<file path="src/rtl/img_mode_ctrl.sv">
`default_nettype none
// ============================================================================
// img_mode_ctrl : debounced key shadow config, committed at frame start
// Revision 1.0
// ============================================================================
module img_mode_ctrl #(
  parameter int unsigned DEBOUNCE_MAX = 999_999,
  parameter int unsigned THRESH_BASE  = 60,
  parameter int unsigned THRESH_STEP  = 10,
  parameter int unsigned THRESH_MIN   = 30,
  parameter int unsigned THRESH_MAX   = 90,
  parameter bit          PINJIE_DEF   = 1'b1
) (
  input  logic       clk,
  input  logic       rst,
  input  logic       key_img,
  input  logic       key_bri,
  input  logic       key_duibi,
  input  logic       key_th_up,
  input  logic       key_th_dn,
  input  logic       key_pinjie,
  input  logic       cam_vs,
  output logic [1:0] src_sel,
  output logic       pinjie_en,
  output logic [7:0] sobel_thresh,
  output logic       frame_mute,
  output logic       cfg_update,
  output logic       mode_pending
);

  localparam int CW = $clog2(DEBOUNCE_MAX + 2);

  logic [5:0] keys_n;
  logic [5:0] ev;
  assign keys_n = {key_pinjie, key_th_dn, key_th_up, key_duibi, key_bri, key_img};

  genvar gi;
  for (gi = 0; gi < 6; gi++) begin : g_deb
    logic [CW-1:0] cnt;
    always_ff @(posedge clk) begin
      if (rst || keys_n[gi]) cnt <= '0;
      else if (cnt != CW'(DEBOUNCE_MAX + 1)) cnt <= cnt + 1'b1;
    end
    assign ev[gi] = ~keys_n[gi] & (cnt == CW'(DEBOUNCE_MAX));
  end

  logic       sh_sobel, sh_color, sh_pinjie, vs_d;
  logic [7:0] sh_thresh;
  logic [1:0] sh_src;
  logic [8:0] th_up9;
  logic [7:0] th_up, th_dn;
  logic       fs, diff;

  assign sh_src = sh_sobel ? 2'd2 : {1'b0, sh_color};
  assign fs     = cam_vs & ~vs_d;
  assign diff   = (sh_src != src_sel) | (sh_pinjie != pinjie_en) | (sh_thresh != sobel_thresh);

  // 9-bit add and guarded subtract so saturation never sees a wrapped value
  assign th_up9 = {1'b0, sh_thresh} + 9'(THRESH_STEP);
  assign th_up  = (th_up9 > 9'(THRESH_MAX)) ? 8'(THRESH_MAX) : th_up9[7:0];
  assign th_dn  = ({1'b0, sh_thresh} < 9'(THRESH_MIN + THRESH_STEP)) ? 8'(THRESH_MIN)
                                                                    : sh_thresh - 8'(THRESH_STEP);

  always_ff @(posedge clk) begin
    if (rst) begin
      sh_sobel     <= 1'b0;
      sh_color     <= 1'b0;
      sh_pinjie    <= PINJIE_DEF;
      sh_thresh    <= 8'(THRESH_BASE);
      src_sel      <= 2'd0;
      pinjie_en    <= PINJIE_DEF;
      sobel_thresh <= 8'(THRESH_BASE);
      frame_mute   <= 1'b0;
      cfg_update   <= 1'b0;
      mode_pending <= 1'b0;
      vs_d         <= 1'b0;
    end else begin
      vs_d         <= cam_vs;
      mode_pending <= diff;
      // Commit uses the shadow as it stood before this cycle's key events
      if (fs && diff) begin
        src_sel      <= sh_src;
        pinjie_en    <= sh_pinjie;
        sobel_thresh <= sh_thresh;
        cfg_update   <= 1'b1;
        frame_mute   <= 1'b1;
      end else begin
        cfg_update <= 1'b0;
        if (fs) frame_mute <= 1'b0;
      end
      if (ev[0]) sh_sobel <= ~sh_sobel;
      if (ev[1]) sh_color <= 1'b0;
      else if (ev[2]) sh_color <= 1'b1;
      if (ev[3] && !ev[4]) sh_thresh <= th_up;
      else if (ev[4] && !ev[3]) sh_thresh <= th_dn;
      if (ev[5]) sh_pinjie <= ~sh_pinjie;
    end
  end

endmodule
`default_nettype wire

</file>
<file path="config.mk">
export PLATFORM = sky130hd
export DESIGN_NAME = img_mode_ctrl
export DESIGN_NICKNAME = d
export VERILOG_FILES = /design/src/rtl/img_mode_ctrl.sv
export SDC_FILE = /design/constraint.sdc
export NUM_CORES = 1
export LEC_CHECK = 0
export BUFFER_PORTS_ARGS = -buffer_cell sky130_fd_sc_hd__buf_2
export CORE_UTILIZATION = 40
export DETAILED_ROUTE_END_ITERATION = 16
export SLEW_MARGIN = 25
export SYNTH_ARGS = -nofsm -noshare
export SYNTH_HDL_FRONTEND = slang
export SYNTH_SLANG_ARGS = --single-unit
export TNS_END_PERCENT = 10
</file>
<file path="constraint.sdc">
create_clock -name clk -period 3.1 [get_ports clk]
set_input_delay 0 -clock clk [delete_from_list [all_inputs] [get_ports clk]]
set_output_delay 0 -clock clk [all_outputs]
set_load 0.01 [all_outputs]
</file>
==> results.yml <==
critical_path:
  ff2ff_setup_slack_ps: 270
  crit_family: "simple AND/OR/NAND/NOR gates"
  cp-start-kind: "flip-flop"
  cpMaxStageDelayCell: "or4_1"
  cp_max_fo: 9
  worst_r2r_endpoint: "sh_thresh[3]"
  cp.arrival_ps: 3140
  reg2reg_from: "g_deb[4].cnt[10]"
  max_stage_delay_ps: 510
  end_kind: "flip-flop"
  crit_type: "reg -> reg"
  cp.buffers_inverters: 1
  worstPathCellList: "nor4b_2, nand4b_1, or4_1, or4_1, ha_1, buf_4, nor2b_1, a211oi_1, or2_2, o22a_1"
  cp_common_cell: "or4_1"
  reg2regPathDepth: 10
  required_ps: 3410
  startpoint: "g_deb[4].cnt[10]"
place:
  place.gp.congestion: 0.787
  hpwl_um: 8970
  postPlaceCellArea_mm2: 0.00717
  io_buffer_count: 21
sta:
  setup_violations: 0
  finClkSkew_ps: 6.15
  finalCritPeriodShare_pct: 91.2
  final.setup.tns_ps: 0
  min_period_ps: 2830
  slew_headroom_pct: 66.0
  worst_pin_slew_ps: 510
  slew_viol_final: 0
  timing.fmax_mhz: 354
  holdWs_ps: 44.5
  rsz0062_at_grt: "no"
  final_hold_viol_count: 0
flow_run:
  max_cap_viol_count: 0
cells_and_area:
  fin_nets: 854
  final_common_cell: "dfxtp_1"
  final_area_mm2: 0.00778
  synthToLayoutAreaGrowth_pct: 13.0
  drive_gt1_share_pct: 8.92
  fin_util_pct: 46.6
  layout_common_cells: "144 x dfxtp_1, 132 x nor2_1, 60 x xor2_1, 52 x nand2_1, 50 x nand3_1"
  insertedDiodeCount: 0
route:
  final_antenna_net_count: 0
  viasPerCell: 5.08
  wirelength_um: 13100
  vias: 5390
  routedWlPerCell_um: 12.4
  drtIter0Drc: 231
  drc: 0
  dr.pass1.iters: 4
hold_path:
  worstHoldStart: "rst"
  holdPathEnd: "sobel_thresh[1]"
  whs_path_depth: 2
  min_path_type: "in -> reg"
yosys:
  ys.flop_type: "dfxtp_1"
  synthTopCellsByArea: "dfxtp_1 42%, xor2_1 7.6%, nor2_1 7.2%"
  syn_area_per_cell_um2: 8.53
  yosys.area.top_type: "dfxtp_1"
  synth_edf_count: 0
  yosysTopAreaCellShare_pct: 41.9
  ys.warnings.count: 0
  synthArstFlopShare_pct: 0
  ys_ff_latch: 144
  synth_cell_types: 54
  ys_seq_area_share_pct: 41.9
  synth_cells: 807
  synth_area_mm2: 0.00689
  synth_nets: 832
die:
  core_mm2: 0.0167
  start_util_pct: 41.2
  die_h_um: 133
  row_count: 47
  ios: 23
  die_area_mm2: 0.0177
  dieWidth_um: 133
global_route:
  first_global_vias: 4929
  grt_pass1_wl_um: 22800
  grt_start_max_net_pins: 25
  grt_antenna_before_repair: 0
  globalRouteTotalUtil_pct: 15.8
  overflow: 0
power:
  vdd_drop_max_mv: 0.374
  total_power_mw: 3.90
  p_leak_nw: 2.65
  powerDensity_mw_per_mm2: 501
clocking:
  htree_levels: 4
  cts_buffers: 17
  cts_tree: "yes"
  clk_pin_slew_ps: 60
  clk_latency_ps: 420
  root_buffer: "clkbuf_16"
  clock_sinks: 144
  postCtsSetupBuffers: 0
  ctsLongestPathBuffers: 2
run_status:
  status: "completed"
## stage by stage
stage	worst slack, ps	std cells
after floorplan	82.4	807
after global placement	177	1026
after CTS	154	1061
after global routing	59.5	1061
final	273	1061
after detailed placement	203	1026
## synthesized netlist by cell type, drive strengths merged, types with 8 or more instances
cell / instances
ha: 16
and4: 13
nor2: 133
xor2: 60
nand4: 22
clkbuf: 24
a21oi: 32
nor3: 8
or2: 9
mux2i: 15
inv: 22
nor4b: 8
nor4: 12
xnor2: 43
and3: 20
o21ai: 30
nand2: 52
nand3: 50
dfxtp: 144
or3: 20
## worst max path at each step
| stage | cells past startpoint | end | slack, ps |
|---|---|---|---|
| final | 10 | sh_thresh[3] | 270 |
| after global routing | 10 | sh_thresh[4] | 60 |
| after CTS | 8 | sh_thresh[3] | 150 |
| after detailed placement | 8 | sh_thresh[3] | 200 |
| after global placement | 8 | sh_thresh[3] | 180 |
| after floorplan | 11 | sh_thresh[3] | 80 |
## logic make-up (layout without fill, tap and decap cells)
kind of cell	Yosys count	count (layout)	share of synthesized area, %
AOI/OAI and AO/OA	86	86	7.25
muxes	15	15	2.18
DFF	144	144	41.9
xor gates and xnor gates	103	103	13.1
and+or+nand+nor	390	390	29.2
adders and majority gates	16	16	2.91
other	1	1	0.0545
buffers and inverters	52	86	3.45
## what timing repair did
action / CTS / global route
resized for setup: 0 / 2
hold endpoints to repair: 4 / 0
endpoints found under the setup margin: 0 / 2
hold buffers: 4 / 0
## flip-flops by register name, summed over array words and instances (netlist names)
| name | cells |
|---|---|
| sh_color | 1 |
| pinjie_en | 1 |
| g_deb.cnt | 120 |
| sh_sobel | 1 |
| vs_d | 1 |
| sobel_thresh | 7 |
| sh_thresh | 7 |
| src_sel | 2 |
| mode_pending | 1 |
| frame_mute | 1 |
| cfg_update | 1 |
| sh_pinjie | 1 |
## layer usage
metal / up-vias / part of all wire [%] / track usage [%]
met5: - / 0 / 0
met4: 0 / 1.8 / 6.38
met3: 16 / 4.9 / 5.63
met2: 76 / 43 / 23.9
met1: 2467 / 50 / 20.5
li1: 2831 / - / -
## cell type report
cell class              instances  area [um^2]
well taps                     220          275
flip-flops and latches        144         2880
multi-input cells             611         3770
inverters                      22         82.6
clock buffers                  19          443
repair buffers                 33          205
clock inverters                12          119
fillers                      1667         8920
## power breakdown
part / switching (mW) / internal [mW]
Combinational: 0.0510 / 0.0254
Clock: 0.762 / 1.19
Sequential: 0.00799 / 1.86
Note: power is estimated with default switching activity, not from simulation.
